[src/rtl/oup_ulpi_cmd_arbiter.sv]
// Round-robin arbiter for ULPI register-write, register-read and transmit commands.
// It issues one command at a time to the sync-mode state machine, with abort retry and a response timeout.
module oup_ulpi_cmd_arbiter #(
    parameter int MAX_RETRY      = 3,
    parameter int TIMEOUT_CYCLES = 1023
) (
    input  logic       ulpi_clk_i,
    input  logic       rst_i,

    input  logic       wr_req_i,
    input  logic [5:0] wr_addr_i,
    input  logic [7:0] wr_data_i,
    output logic       wr_done_o,
    output logic       wr_err_o,

    input  logic       rd_req_i,
    input  logic [5:0] rd_addr_i,
    output logic       rd_done_o,
    output logic       rd_err_o,
    output logic [7:0] rd_data_o,

    input  logic       tx_req_i,
    input  logic [3:0] tx_pid_i,
    output logic       tx_done_o,
    output logic       tx_err_o,

    output logic [7:0] instruction_o,
    output logic       exec_o,
    input  logic       exec_done_i,
    input  logic       exec_aborted_i,
    output logic [7:0] phyreg_o,
    output logic [7:0] phyreg_addr_o,
    input  logic [7:0] phyreg_i,

    output logic       busy_o
);

    localparam logic [1:0] G_WR = 2'd0;
    localparam logic [1:0] G_RD = 2'd1;
    localparam logic [1:0] G_TX = 2'd2;

    localparam logic [2:0] RETRY_MAX = 3'(MAX_RETRY);
    localparam logic [9:0] TO_LAST   = 10'(TIMEOUT_CYCLES - 1);

    typedef enum logic [2:0] {
        S_IDLE,
        S_ISSUE,
        S_WAIT,
        S_BACKOFF,
        S_COMPLETE
    } state_t;

    state_t     r_state;
    logic [1:0] r_last;
    logic [1:0] r_gnt;
    logic [2:0] r_retry;
    logic [9:0] r_cnt;
    logic [7:0] r_instr;
    logic [7:0] r_phyreg;
    logic [7:0] r_phyaddr;
    logic [7:0] r_rd_data;
    logic       r_exec;
    logic [2:0] r_done;
    logic [2:0] r_err;

    logic       w_any;
    logic [1:0] w_pick;
    logic [7:0] w_instr;
    logic [7:0] w_phyreg;
    logic [7:0] w_phyaddr;
    logic [2:0] w_gnt_oh;

    // Winner is the first active requester after the last-granted one, in wr -> rd -> tx order.
    always_comb begin
        w_any  = wr_req_i | rd_req_i | tx_req_i;
        w_pick = G_WR;
        case (r_last)
            G_WR: begin
                if (rd_req_i)      w_pick = G_RD;
                else if (tx_req_i) w_pick = G_TX;
                else               w_pick = G_WR;
            end
            G_RD: begin
                if (tx_req_i)      w_pick = G_TX;
                else if (wr_req_i) w_pick = G_WR;
                else               w_pick = G_RD;
            end
            default: begin
                if (wr_req_i)      w_pick = G_WR;
                else if (rd_req_i) w_pick = G_RD;
                else               w_pick = G_TX;
            end
        endcase
    end

    always_comb begin
        w_instr   = 8'h00;
        w_phyreg  = 8'h00;
        w_phyaddr = 8'h00;
        case (w_pick)
            G_WR: begin
                w_instr   = {2'b10, wr_addr_i};
                w_phyreg  = wr_data_i;
                w_phyaddr = {2'b00, wr_addr_i};
            end
            G_RD: begin
                w_instr   = {2'b11, rd_addr_i};
                w_phyaddr = {2'b00, rd_addr_i};
            end
            default: begin
                w_instr   = {4'h4, tx_pid_i};
            end
        endcase
    end

    assign w_gnt_oh = 3'b001 << r_gnt;

    always_ff @(posedge ulpi_clk_i) begin
        if (rst_i) begin
            r_state   <= S_IDLE;
            r_last    <= G_TX;
            r_gnt     <= G_WR;
            r_retry   <= 3'd0;
            r_cnt     <= 10'd0;
            r_instr   <= 8'h00;
            r_phyreg  <= 8'h00;
            r_phyaddr <= 8'h00;
            r_rd_data <= 8'h00;
            r_exec    <= 1'b0;
            r_done    <= 3'b000;
            r_err     <= 3'b000;
        end else begin
            r_exec <= 1'b0;
            r_done <= 3'b000;
            r_err  <= 3'b000;
            case (r_state)
                S_IDLE: begin
                    if (w_any) begin
                        r_gnt     <= w_pick;
                        r_instr   <= w_instr;
                        r_phyreg  <= w_phyreg;
                        r_phyaddr <= w_phyaddr;
                        r_exec    <= 1'b1;
                        r_state   <= S_ISSUE;
                    end
                end
                S_ISSUE: begin
                    r_cnt   <= 10'd0;
                    r_state <= S_WAIT;
                end
                S_WAIT: begin
                    // exec_done_i wins over a simultaneous abort.
                    if (exec_done_i) begin
                        r_done  <= w_gnt_oh;
                        if (r_gnt == G_RD) r_rd_data <= phyreg_i;
                        r_state <= S_COMPLETE;
                    end else if (exec_aborted_i) begin
                        if (r_retry < RETRY_MAX) begin
                            r_retry <= r_retry + 3'd1;
                            r_state <= S_BACKOFF;
                        end else begin
                            r_err   <= w_gnt_oh;
                            r_state <= S_COMPLETE;
                        end
                    end else if (r_cnt == TO_LAST) begin
                        r_err   <= w_gnt_oh;
                        r_state <= S_COMPLETE;
                    end else begin
                        r_cnt <= r_cnt + 10'd1;
                    end
                end
                S_BACKOFF: begin
                    r_exec  <= 1'b1;
                    r_state <= S_ISSUE;
                end
                S_COMPLETE: begin
                    r_last  <= r_gnt;
                    r_retry <= 3'd0;
                    r_state <= S_IDLE;
                end
                default: r_state <= S_IDLE;
            endcase
        end
    end

    assign instruction_o = r_instr;
    assign phyreg_o      = r_phyreg;
    assign phyreg_addr_o = r_phyaddr;
    assign rd_data_o     = r_rd_data;
    assign exec_o        = r_exec;
    assign busy_o        = (r_state != S_IDLE);

    assign wr_done_o = r_done[0];
    assign rd_done_o = r_done[1];
    assign tx_done_o = r_done[2];
    assign wr_err_o  = r_err[0];
    assign rd_err_o  = r_err[1];
    assign tx_err_o  = r_err[2];

endmodule

[config.mk]
export PLATFORM = sky130hd
export DESIGN_NAME = oup_ulpi_cmd_arbiter
export DESIGN_NICKNAME = d
export VERILOG_FILES = /design/src/rtl/oup_ulpi_cmd_arbiter.sv
export SDC_FILE = /design/constraint.sdc
export NUM_CORES = 1
export LEC_CHECK = 0
export ABC_AREA = 1
export BUFFER_PORTS_ARGS = -buffer_cell sky130_fd_sc_hd__buf_2
export CORE_UTILIZATION = 40
export DETAILED_ROUTE_END_ITERATION = 12
export PLACE_DENSITY = 0.62
export REMOVE_ABC_BUFFERS = 1
export SLEW_MARGIN = 20
export SYNTH_ARGS = -nofsm -noshare
export SYNTH_HDL_FRONTEND = slang
export SYNTH_SLANG_ARGS = --single-unit
[constraint.sdc]
create_clock -name ulpi_clk_i -period 1.84 [get_ports ulpi_clk_i]
set_clock_uncertainty 0.1 [all_clocks]
set_input_delay 0.276 -clock ulpi_clk_i [delete_from_list [all_inputs] [get_ports ulpi_clk_i]]
set_output_delay 0.276 -clock ulpi_clk_i [all_outputs]
set_load 0.03 [all_outputs]
==> impl_metrics.ini <==
[status]
outcome = completed

[detailed_routing]
route.detailed.drc = 0
routed_wirelength_mm = 5.829
routed_via_density = 4.666
final_antenna_net_count = 0
route.detailed.wl_per_inst_um = 11.32
drt_iter0_markers = 106
first_pass_iteration_count_of_the_detailed_router = 4
vias = 2403

[pwr]
comb_power_share_pct = 29.8
power_leakage_nw = 1.485
power.switching_mw = 1.015
seqPwrFrac_pct = 47.6
clkPwrFrac_pct = 22.6
p_sw_share_pct = 35.77
vdd.ir_drop.worst_mv = 0.4617
power.density_nw_per_um2 = 924.6
pint_mw = 1.822

[cts]
ctsLongestPathBuffers = 2
holdBufCountCts = 0
htreeDepth = 2
clk_root_buffer_cell = sky130_fd_sc_hd__clkbuf_8
post_cts.repair.setup_buffers = 0
post_cts_resized = 0
tritoncts.num_buffers = 5
clock_insertion_delay_at_the_later_pin_of_the_skew_report_ns = 0.30
tritoncts_num_sinks = 55
clock_tree_from_tritoncts = done
path_clk_slew_ns = 0.09

[floorplan]
die-width_um = 81.96
dieHeight_um = 81.96
floorplan.initialDensity_pct = 42.20
pin_count = 79
core_area_um2 = 6061
rows = 28
design.die.area_um2 = 6717

[setup_path]
cp_cell_sequence = inv_1 -> ha_1 -> nand3_1 -> nor2_1 -> nand2_2 -> nand2_4 -> a21oi_2 -> nand2_1 -> a21oi_1
worst_setup_sp_type = flip-flop
critPathKind = flip-flop to flip-flop
timing.critical_path.fanout_max = 6
crit_path_max_delay_cell_type = sky130_fd_sc_hd__dfxtp_1
worst_path_largest_cell_delay_ns = 0.40
crit_arrival_ns = 1.71
cp_data_required_time_ns = 1.97
worst_setup_path_end_kind = flip-flop

[timing]
timing.setup.tns_ns = 0
final_number_of_max_transition_violations = 0
maximum_achievable_frequency_mhz = 634.8
finalSetupViolCount = 0
period_share_pct = 85.62
period_minus_slack_ns = 1.575
setup_repair_after_global_routing_missed_its_margin = no
report.final.hold_viol_count = 0

[final_layout]
final_common_cell = sky130_fd_sc_hd__nand2_1
drive_gt1_share_pct = 25.68
mostFrequentLayoutCells = sky130_fd_sc_hd__nand2_1 (79), sky130_fd_sc_hd__buf_2 (76), sky130_fd_sc_hd__dfxtp_1 (55)
layoutNonFillerInstCount = 515
synthToLayoutAreaGrowth_pct = 19.96
finalNetCount = 481
n_antenna_cell = 0
fillCellCount = 593

[synth]
ys_seq_area_share_pct = 43.05
cell_count_after_synthesis = 364
mappedNetlistArea_um2 = 2557
yosys_register_bits = 55
yosys_warnings = 0
synth_cell_type_count = 30
synth.avg_cell_area_um2 = 7.026

[grt]
grt_start_max_net_pins = 26
grt-ovfl-total = 0
global_route.usage.total_pct = 18.71
grt_pass1_wl_mm = 9.666
grt_pass1_vias = 2172
antenna_violations_before_repair = 0

[job]
max_cap_check_violation_count = 0

[min_path]
min-delay-path-class = input pin to flip-flop

[placed_design]
placedCellCount = 507
finalWeightedCongestion = 0.7748
post-dp-hpwl_mm = 4.203
io_buffers = 76
==> path summary, 6_finish.rpt <==
check                   start      endpoint  slack, ns  cells past startpoint
setup / recovery     r_cnt[0]      r_cnt[8]       0.26                      9
hold / removal    phyreg_i[2]  rd_data_o[2]       0.12                      3
setup reg to reg     r_cnt[0]      r_cnt[8]       0.26                      9
hold reg to reg   phyreg_o[4]   phyreg_o[4]       0.37                      2
==> synthesized netlist by cell type, drive strengths merged <==
master / number / area, µm²
nand4: 4 / 25.02
dfxtp: 55 / 1101
nand2: 87 / 361.6
a31oi: 1 / 6.260
buf: 11 / 78.82
clkbuf: 4 / 15.01
nand3: 45 / 225.2
xnor2: 1 / 8.760
conb: 1 / 3.750
ha: 3 / 37.54
nor2: 54 / 242.7
a21oi: 31 / 158.9
or2: 1 / 6.260
o21a: 1 / 7.510
clkinv: 2 / 7.510
nor3: 2 / 10.01
xor2: 2 / 17.52
inv: 43 / 161.4
nand3b: 1 / 7.510
o21ai: 15 / 75.07
==> power groups by stage <==
stage                     combinational (mW)  clock, mW  sequential (mW)
after floorplan                        0.428          0             1.52
after global placement                 0.845          0             1.38
after detailed placement               0.849          0             1.38
after CTS                              0.851      0.676             1.35
after global routing                   0.946      0.706             1.37
final                                  0.846      0.640             1.35
==> state kept, by name, indices dropped and copies added (netlist names) <==
name / count
r_state: 3
r_last: 2
r_retry: 3
exec_o: 1
r_gnt: 2
instruction_o: 8
r_err: 3
rd_data_o: 8
r_cnt: 10
phyreg_o: 8
phyreg_addr_o: 4
r_done: 3
==> kinds of logic after synthesis <==
logic type	synth area share (%)
buffers and inverters	10.27
adder cells (fa/ha/maj)	1.468
XOR/XNOR	1.028
flip-flops	43.05
AND/OR/NAND/NOR	34.34
AO/OA/AOI/OAI	9.687
other	0.1466
==> layer usage <==
metal / GRT usage [%] / routed length (µm) / vias up
li1: - / - / 1296
met1: 24.51 / 2881 / 1048
met2: 30.25 / 2639 / 57
met3: 4.556 / 281 / 2
met4: 5.439 / 26 / 0
met5: 0 / 0 / -
==> through the flow <==
step	cell area [µm²]	utilization (%)	power (mW)	hold WS [ns]	setup slack, ns
floorplan	2467	-	1.946	0.2451	0.1217
global placement	2987	49.28	2.222	0.3485	0.2965
detailed placement	2987	49.28	2.227	0.3556	0.2786
CTS	3068	50.62	2.879	0.1086	0.2416
global route	3068	50.62	3.018	0.1229	0.005188
finish	3068	50.62	2.837	0.1234	0.2646
==> area by class of cell <==
type | count | area [µm²] | share of cell area (%)
Multi-Input combinational cell | 250 | 1197 | 39.03
Sequential cell | 55 | 1101 | 35.89
Timing Repair Buffer | 82 | 425.4 | 13.87
Inverter | 45 | 168.9 | 5.506
Tap cell | 75 | 93.84 | 3.059
Clock buffer | 7 | 76.32 | 2.488
Clock inverter | 1 | 5.005 | 0.1631
==> worst max-delay path, delay by kind of cell (launching register included) <==
family / cells / cell delay (ns)
adders and majority gates: 1 / 0.18
and+or+nand+nor: 5 / 0.37
DFF: 1 / 0.40
buffers and inverters: 1 / 0.06
AOI/OAI and AO/OA: 2 / 0.41
No activity file was read; power rests on OpenSTA's default activity.
